### src/rtl/hilo_muldiv.sv
// HI/LO multiply-divide unit for the execute stage.
// Optional single-cycle multiplier selected by HILO_FAST_MUL_EN.
module hilo_muldiv #(
    parameter int WIDTH = 32,
    parameter int CNT_W = 5
) (
    input  logic             clk,
    input  logic             rst_n,
    input  logic             op_valid,
    input  logic [4:0]       alu_op,
    input  logic             op_unsigned,
    input  logic [WIDTH-1:0] src_a,
    input  logic [WIDTH-1:0] src_b,
    output logic [WIDTH-1:0] hilo_rdata,
    output logic             busy,
    output logic             stall,
    output logic             div_zero
);

    localparam logic [4:0] OP_DIV  = 5'd9;
    localparam logic [4:0] OP_MUL  = 5'd10;
    localparam logic [4:0] OP_MFHI = 5'd12;
    localparam logic [4:0] OP_MTHI = 5'd13;
    localparam logic [4:0] OP_MFLO = 5'd14;
    localparam logic [4:0] OP_MTLO = 5'd15;
    localparam logic [CNT_W-1:0] LAST = CNT_W'(WIDTH - 1);

`ifdef HILO_FAST_MUL_EN
    typedef enum logic [1:0] {IDLE, DIV, FIX} state_t;
`else
    typedef enum logic [1:0] {IDLE, MUL, DIV, FIX} state_t;
`endif

    state_t state, state_nx;

    logic [WIDTH-1:0]   hi, lo;
    logic [WIDTH-1:0]   a_mag, b_mag, a_raw;
    logic [2*WIDTH-1:0] acc;
    logic [CNT_W-1:0]   cnt;
    logic               neg_res, neg_rem, is_div;

    logic               hilo_op, issue, sgn;
    logic [WIDTH-1:0]   a_abs, b_abs;

    assign hilo_op = (alu_op == OP_DIV)  || (alu_op == OP_MUL)  ||
                     (alu_op == OP_MFHI) || (alu_op == OP_MTHI) ||
                     (alu_op == OP_MFLO) || (alu_op == OP_MTLO);
    assign stall = busy & op_valid & hilo_op;
    assign issue = op_valid & ~stall;
    assign sgn   = ~op_unsigned;

    // 0x80000000 maps to itself, read as an unsigned magnitude
    assign a_abs = (sgn & src_a[WIDTH-1]) ? -src_a : src_a;
    assign b_abs = (sgn & src_b[WIDTH-1]) ? -src_b : src_b;

    assign hilo_rdata = (alu_op == OP_MFHI) ? hi :
                        (alu_op == OP_MFLO) ? lo : '0;

    // one multiply step: add multiplicand on multiplier LSB, shift right
    logic [WIDTH:0]     mul_sum;
    assign mul_sum = {1'b0, acc[2*WIDTH-1:WIDTH]} +
                     (b_mag[0] ? {1'b0, a_mag} : '0);

    // one restoring divide step: shift in next dividend bit, trial subtract
    logic [WIDTH:0]     r_sh, r_diff;
    logic               q_bit;
    logic [WIDTH-1:0]   r_nx;
    assign r_sh   = {acc[2*WIDTH-1:WIDTH], a_mag[WIDTH-1]};
    assign r_diff = r_sh - {1'b0, b_mag};
    assign q_bit  = (r_sh >= {1'b0, b_mag});
    assign r_nx   = q_bit ? r_diff[WIDTH-1:0] : r_sh[WIDTH-1:0];

    // sign correction applied in FIX
    logic [2*WIDTH-1:0] p_fix;
    logic [WIDTH-1:0]   q_fix, rem_fix;
    assign p_fix   = neg_res ? -acc : acc;
    assign q_fix   = neg_res ? -acc[WIDTH-1:0] : acc[WIDTH-1:0];
    assign rem_fix = neg_rem ? -acc[2*WIDTH-1:WIDTH]
                             : acc[2*WIDTH-1:WIDTH];

`ifdef HILO_FAST_MUL_EN
    logic [2*WIDTH-1:0] fast_mag, fast_prod;
    assign fast_mag  = {{WIDTH{1'b0}}, a_abs} * {{WIDTH{1'b0}}, b_abs};
    assign fast_prod = (sgn & (src_a[WIDTH-1] ^ src_b[WIDTH-1]))
                     ? -fast_mag : fast_mag;
`endif

    // state register
    always_ff @(posedge clk) begin
        if (!rst_n) state <= IDLE;
        else        state <= state_nx;
    end

    // next-state: iterate WIDTH steps, then one fix-up cycle
    always_comb begin
        state_nx = state;
        unique case (state)
            IDLE: begin
                if (issue && alu_op == OP_DIV) state_nx = DIV;
`ifndef HILO_FAST_MUL_EN
                else if (issue && alu_op == OP_MUL) state_nx = MUL;
            end
            MUL: begin
                if (cnt == LAST) state_nx = FIX;
`endif
            end
            DIV: begin
                if (cnt == LAST) state_nx = FIX;
            end
            FIX:     state_nx = IDLE;
            default: state_nx = IDLE;
        endcase
    end

    // datapath, HI/LO registers, busy and divide-by-zero flag
    always_ff @(posedge clk) begin
        if (!rst_n) begin
            hi       <= '0;
            lo       <= '0;
            busy     <= 1'b0;
            div_zero <= 1'b0;
            cnt      <= '0;
            acc      <= '0;
            a_mag    <= '0;
            b_mag    <= '0;
            a_raw    <= '0;
            neg_res  <= 1'b0;
            neg_rem  <= 1'b0;
            is_div   <= 1'b0;
        end else begin
            div_zero <= 1'b0;
            unique case (state)
                IDLE: begin
                    if (issue) begin
                        if (alu_op == OP_DIV
`ifndef HILO_FAST_MUL_EN
                            || alu_op == OP_MUL
`endif
                           ) begin
                            a_mag   <= a_abs;
                            b_mag   <= b_abs;
                            a_raw   <= src_a;
                            neg_res <= sgn & (src_a[WIDTH-1] ^ src_b[WIDTH-1]);
                            neg_rem <= sgn & src_a[WIDTH-1];
                            is_div  <= (alu_op == OP_DIV);
                            acc     <= '0;
                            cnt     <= '0;
                            busy    <= 1'b1;
                        end
`ifdef HILO_FAST_MUL_EN
                        if (alu_op == OP_MUL) {hi, lo} <= fast_prod;
`endif
                        if (alu_op == OP_MTHI) hi <= src_a;
                        if (alu_op == OP_MTLO) lo <= src_a;
                    end
                end
`ifndef HILO_FAST_MUL_EN
                MUL: begin
                    acc   <= {mul_sum, acc[WIDTH-1:1]};
                    b_mag <= b_mag >> 1;
                    cnt   <= cnt + CNT_W'(1);
                end
`endif
                DIV: begin
                    acc   <= {r_nx, acc[WIDTH-2:0], q_bit};
                    a_mag <= a_mag << 1;
                    cnt   <= cnt + CNT_W'(1);
                end
                FIX: begin
                    busy <= 1'b0;
                    cnt  <= '0;
                    if (is_div) begin
                        if (b_mag == '0) begin
                            lo       <= '1;
                            hi       <= a_raw;
                            div_zero <= 1'b1;
                        end else begin
                            lo <= q_fix;
                            hi <= rem_fix;
                        end
                    end else begin
                        {hi, lo} <= p_fix;
                    end
                end
                default: ;
            endcase
        end
    end

endmodule
### config.mk
export PLATFORM = sky130hd
export DESIGN_NAME = hilo_muldiv
export DESIGN_NICKNAME = d
export VERILOG_FILES = /design/src/rtl/hilo_muldiv.sv
export SDC_FILE = /design/constraint.sdc
export NUM_CORES = 1
export LEC_CHECK = 0
export CAP_MARGIN = 20
export CORE_MARGIN = 4
export CORE_UTILIZATION = 50
export DETAILED_ROUTE_END_ITERATION = 7
export PLACE_DENSITY_LB_ADDON = 0.2
export SETUP_SLACK_MARGIN = 0.2
export SYNTH_ARGS = -nofsm -noshare
export SYNTH_HDL_FRONTEND = slang
export SYNTH_SLANG_ARGS = --single-unit
### constraint.sdc
create_clock -name clk -period 6.55 [get_ports clk]
set_clock_uncertainty 0.15 [all_clocks]
set_input_delay 1.31 -clock clk [delete_from_list [all_inputs] [get_ports clk]]
set_output_delay 1.31 -clock clk [all_outputs]
set_load 0.005 [all_outputs]
==> impl_metrics.tcl, run 1 <==
set metrics [dict create \
    ir_drop_mv 0.263 \
    switching_share_pct 39.8 \
    routed_wl_mm 63.3 \
    grtUsageMet3_pct 5.10 \
    path_buf_inv 1 \
    antenna_cells 0 \
    postCtsSetupBuffers 0 \
    dr.pass1.iters 6 \
    cp.required_ns 6.91 \
    fin_crit_ns 4.82 \
    synthesis.nets 2648 \
    die_w_um 199 \
    synth.avg_cell_area_um2 7.30 \
    synth-xor-area-share_pct 8.60 \
    crit_path_end_kind "register" \
    crit_path_cell_trace "inv_1, ha_1, or3b_2, or4b_2, nor4b_1, nand2b_1, o41ai_1, a21oi_1, mux2_2, a311oi_1, a21o_1" \
    synth_compound_area_share_pct 29.0 \
    cellLeakagePower_nw 7.90 \
    cpPeakStageDelay_ns 0.88 \
    syn_to_final_growth_pct 12.7 \
    cp_max_fo 7 \
    netlist_area_um2 18200 \
    synthCells 2497 \
    synth_simple_gate_area_share_pct 21.7 \
    routabilityCongestion 0.963 \
    die_h_um 199 \
    vias 18900 \
    clockBufferDepth 3 \
    hp-class "register to register" \
    insertion_delay_ns 0.58 \
    antenna_found_initial 0 \
    row_count 69 \
    clkTransAtPathRegs_ns 0.06 \
    grt_pass1_wl_mm 98.2 \
    p_int_w 0.00339 \
    layout.nets 2633 \
    slew-limit-headroom_pct 26.8 \
    grt_usage_pct 30.8 \
    pwr-share-clk_pct 31.4 \
    cp-start-kind "register" \
    busiest_layer "met2" \
    yosys_register_bits 236 \
    async_flop_share_pct 0 \
    grt_util_met1_pct 46.0 \
    synthMuxAreaShare_pct 3.71 \
    p_per_area_nw_per_um2 274 \
    grt_setup_unrepaired "no" \
    tightest_slew_ns 1.10 \
    run_status "finished, final reports clean" \
    htreeDepth 1 \
    synth_flop_cell "dfxtp_1" \
    netSwitchingPower_w 0.00224 \
    maxSlewViolCount 0 \
    tns_ns 0 \
    ys_seq_area_share_pct 25.9 \
    fmax_ghz 0.208 \
    synth_top_family_by_area "compound AO/OA/AOI/OAI gates" \
    yosysWarnings 0 \
    crit_arrival_ns 5.18 \
    combPwrFrac_pct 40.8 \
    cts.repair.resized 0 \
    hold_violations 0 \
    coreArea_um2 35700 \
    io_pins 108 \
    wl_per_cell_um 21.3 \
    cts_tree "yes" \
    grt_pass1_vias 17300 \
    setup_viol 0 \
    post-route-drc-count 0 \
    ys_types 74 \
    hold_ws_ns 0.307 \
    cts-root-buf "clkbuf_16" \
    io_buffer_count 107 \
    crit_type "register to register" \
    clock-sinks 236 \
    grt_max_degree 71 \
    dp_hpwl_mm 46.5 \
    critPathSlowestCell "nor4b_1" \
    met2_usage_pct 46.3 \
    via_per_inst 6.37 \
    overflow 0 \
    max_cap_viol_count 0 \
    drt-initial-drc-count 1890 \
    antenna_left 0 \
    cp_top_family "simple AND/OR/NAND/NOR gates" \
    floorplan.initialDensity_pct 51.0 \
    numCtsBuffers 29 \
    synth-edff-count 0 \
    die-area_um2 39600 \
    seqPwrFrac_pct 27.8 \
    period_share_pct 73.5 \
    drive_above_1_share_pct 6.35 \
    synthAdderAreaFrac_pct 5.44 \
    hold_buffers 0 \
]
## synthesized netlist by cell type (8+ instances only)
master / instances / area [µm²]
a22oi_1: 54 / 405
a31oi_1: 19 / 119
nor4_1: 23 / 144
nand2b_1: 16 / 100
a221oi_1: 9 / 78.8
nor2b_1: 17 / 106
o41ai_1: 16 / 140
ha_1: 76 / 951
nand4_1: 22 / 138
a211oi_1: 19 / 143
o21ai_0: 174 / 871
xor2_1: 100 / 876
clkbuf_1: 172 / 646
nand2_1: 348 / 1310
o31ai_1: 31 / 233
dfxtp_1: 236 / 4720
a21oi_1: 251 / 1260
and2_1: 37 / 231
nand3_1: 38 / 190
or4_1: 17 / 128
o31a_1: 8 / 70.1
o211ai_1: 31 / 233
mux2i_1: 63 / 631
o2111ai_1: 8 / 70.1
nor3_1: 45 / 225
or3_1: 24 / 150
buf_1: 11 / 41.3
xnor2_1: 79 / 692
o21a_1: 8 / 60.1
a21o_1: 31 / 233
or2_2: 14 / 87.6
o221a_2: 25 / 282
a22o_1: 42 / 368
nor2_1: 219 / 822
o221ai_1: 22 / 193
and3_1: 15 / 93.8
inv_1: 77 / 289
## stage by stage
stage	util, %	total power (W)	cell area (µm²)	setup slack (ns)	instances
after floorplan	-	0.00317	18200	2.70	2497
after global placement	54.4	0.00380	19400	1.54	2908
after detailed placement	54.4	0.00383	19400	1.39	2908
after CTS	57.3	0.00560	20500	1.40	2962
after global routing	57.5	0.00590	20500	1.53	2966
final	57.5	0.00563	20500	1.73	2966
## power groups by stage
| stage | logic (W) | clock network [W] | registers (W) |
|---|---|---|---|
| 5_1_grt | 0.00249 | 0.00184 | 0.00157 |
| 4_1_cts | 0.00225 | 0.00178 | 0.00156 |
| 3_3_place_gp | 0.00221 | 0 | 0.00159 |
| 3_5_place_dp | 0.00224 | 0 | 0.00159 |
| 6_report | 0.00230 | 0.00177 | 0.00156 |
| 2_1_floorplan | 0.00160 | 0 | 0.00157 |
## flip-flops by register name, indices dropped and copies added, names as in the netlist
name and cells:
acc 64, a_mag 32, a_raw 32, b_mag 32, hi 32, lo 32
cnt 5, state 2, busy 1, div_zero 1, is_div 1, neg_rem 1
neg_res 1
## worst paths after layout
kind	from	to	slack, ns	depth (start not counted)
hold / removal	lo[17]	lo[17]	0.31	2
setup / recovery	acc[32]	hi[28]	1.73	11
hold reg to reg	lo[17]	lo[17]	0.31	2
setup reg to reg	acc[32]	hi[28]	1.73	11
## logic make-up after synthesis
family | after synthesis
multiplexers | 67
adder cells (fa/ha/maj) | 78
buffers and inverters | 268
XOR/XNOR | 179
flip-flops | 236
AND/OR/NAND/NOR | 861
AO/OA/AOI/OAI | 808
## worst reg2reg max path, cell delays in order (launching register included)
cell	delay, ns
dfxtp_1	0.44
inv_1	0.23
ha_1	0.20
or3b_2	0.52
or4b_2	0.73
nor4b_1	0.88
nand2b_1	0.29
o41ai_1	0.34
a21oi_1	0.11
mux2_2	0.33
a311oi_1	0.40
a21o_1	0.13
## per-layer routing
metal  vias up  wire (µm)
met5         -          0
met4         0       1640
met3       124       5220
met2       827      26900
met1      8924      29500
li1       9024          -
## layout make-up
| cell class | count | area, µm² |
|---|---|---|
| inverters | 78 | 295 |
| well taps | 461 | 577 |
| clock buffers | 33 | 771 |
| flip-flops and latches | 236 | 4730 |
| repair buffers | 144 | 1360 |
| fillers | 3458 | 15200 |
| multi-input cells | 1993 | 12500 |
| clock inverters | 21 | 270 |
## cells in the final DEF, fill, tap and decap left out, types with 18 or more instances in the layout
master	count
a31oi_1	18
xnor2_1	79
clkdlybuf4s50_1	105
mux2i_1	63
ha_1	73
inv_1	77
nand4_1	22
and2_1	37
a22o_1	42
o211ai_1	31
o221ai_1	22
nand3_1	38
or3_1	24
nor2_1	218
a21o_1	31
o21ai_0	174
a21oi_1	248
a22oi_1	54
a211oi_1	19
buf_4	34
o221a_2	25
o31ai_1	31
nor4_1	23
dfxtp_1	235
xor2_1	100
nand2_1	348
clkbuf_16	29
nor3_1	43
Power figures use the tool's default switching activity.
==> run 2: changes to the inputs <==
==> constraint.sdc (replaced) <==
create_clock -name clk -period 5 [get_ports clk]
set_clock_uncertainty 0.15 [all_clocks]
set_input_delay 1 -clock clk [delete_from_list [all_inputs] [get_ports clk]]
set_output_delay 1 -clock clk [all_outputs]
set_load 0.005 [all_outputs]
==> run 2 against run 1 <==
Power grew 28%. Via count up 1.1%. Sequential share of layout area is essentially flat. Count of clock-buffer cells in the layout up 9. Sequential cell count stayed put. Global-route usage hardly changed. Clock power increased by 19%. Combinational power rose by 32%. Sequential power increased by 31%. Largest power group unchanged.
==> impl_metrics.tcl, run 2 (synthesis gave the netlist of run 1 again) <==
set metrics [dict create \
    run_status "finished, final reports clean" \
    htreeDepth 1 \
    cellLeakagePower_nw 7.93 \
    most-common-layout-cells "nand2_1 (348), a21oi_1 (248), dfxtp_1 (235)" \
    drive_above_1_share_pct 6.67 \
    grt_setup_unrepaired "no" \
    antenna_cells 0 \
    vias 19100 \
    cpPeakStageDelay_ns 0.62 \
    syn_to_final_growth_pct 12.9 \
    cp.required_ns 5.34 \
    cp_max_fo 39 \
    fin_crit_ns 4.05 \
    regMostFlops "acc" \
    cp-start-kind "register" \
    drt-initial-drc-count 1756 \
    tightest_slew_ns 1.08 \
    ir_drop_mv 0.386 \
    fmax_ghz 0.247 \
    cts.repair.resized 0 \
    row_count 69 \
    grt_usage_pct 30.9 \
    slew-limit-headroom_pct 28.0 \
    layout.nets 2649 \
    crit_arrival_ns 4.39 \
    largest_register_ffs 64 \
    hold_ws_ns 0.304 \
    cp_top_family "compound AO/OA/AOI/OAI gates" \
    die_w_um 199 \
    crit_path_cell_trace "ha_1, a21o_1, a31oi_1, nand2_1, a221o_1, o21ai_0, o211ai_1, a31oi_4, buf_12, mux2_2, o221ai_1" \
    coreArea_um2 35700 \
    tns_ns 0 \
    post-route-drc-count 0 \
    postCtsSetupBuffers 0 \
    crit_path_end_kind "register" \
    cts_tree "yes" \
    clock-sinks 236 \
    hold_buffers 0 \
    grt_max_degree 83 \
    floorplan.initialDensity_pct 51.0 \
    io_buffer_count 107 \
    dp_hpwl_mm 47.3 \
    io_pins 108 \
    max_cap_viol_count 0 \
    final_common_cell "nand2_1" \
    antenna_found_initial 1 \
    wl_per_cell_um 21.4 \
    path_buf_inv 1 \
    die_h_um 199 \
    insertion_delay_ns 0.58 \
    clockBufferDepth 3 \
    antenna_left 0 \
    hold_violations 0 \
    grt_pass1_wl_mm 99.1 \
    period_share_pct 81.0 \
    clkTransAtPathRegs_ns 0.06 \
    crit_type "register to register" \
    hp-class "register to register" \
    routed_wl_mm 63.8 \
    routabilityCongestion 0.958 \
    p_per_area_nw_per_um2 349 \
    via_per_inst 6.41 \
    dr.pass1.iters 6 \
    die-area_um2 39600 \
    critPathSlowestCell "dfxtp_1" \
    grt_pass1_vias 17600 \
    setup_viol 0 \
    numCtsBuffers 29 \
    overflow 0 \
    cts-root-buf "clkbuf_16" \
    maxSlewViolCount 0 \
]
run 2: changes by cell type in the layout (fill, tap and decap cells not counted), sizes merged:
cell,delta
buf,+17
inv,-1
bufinv,-4
clkbuf,+9
clkinvlp,-3
clkinv,-5
dlymetal6s2s,-1
run 2: cell type report:
cell class	instances	area (µm²)
repair buffers	160	1500
fillers	3445	15200
multi-input cells	1993	12500
inverters	78	295
flip-flops and latches	236	4730
clock buffers	42	865
clock inverters	8	76.3
well taps	461	577
run 2: worst paths after layout:
kind / startpoint / slack [ns] / depth (start not counted) / end
worst max-delay path: acc[35] / 0.95 / 11 / acc[32]
worst min-delay path: a_raw[14] / 0.30 / 2 / a_raw[14]
worst max register to register: acc[35] / 0.95 / 11 / acc[32]
worst min register to register: a_raw[14] / 0.30 / 2 / a_raw[14]
run 2: metrics by stage:
stage               util (%)  power, W  instances  cell area [µm²]  worst slack, ns
floorplan                  -   0.00415       2497            18200             1.45
global placement        54.9   0.00503       2926            19600            0.797
detailed placement      54.9   0.00505       2927            19600            0.745
CTS                     57.5   0.00716       2977            20600             1.03
global route            57.6   0.00754       2978            20600            0.774
finish                  57.6   0.00718       2978            20600            0.950
run 2: metal layers:
metal	track usage, %	vias up	part of all wire [%]
met2	47.0	813	43
li1	-	9023	-
met1	45.6	9130	46
met3	4.84	132	8.3
met4	7.90	0	2.8
met5	0	-	0
run 2: tightest hold or removal path: cells and delay by family, from the launching register on:
kind,cells,cell delay (ns)
AND/OR/NAND/NOR,1,0.05
flip-flops,1,0.31
AO/OA/AOI/OAI,1,0.05
run 2: where the power goes:
part / internal (W) / switching [W] / leakage [nW]
clock network: 0.00124 / 0.000871 / 0.458
registers: 0.00197 / 0.0000769 / 1.90
logic: 0.00112 / 0.00191 / 5.57
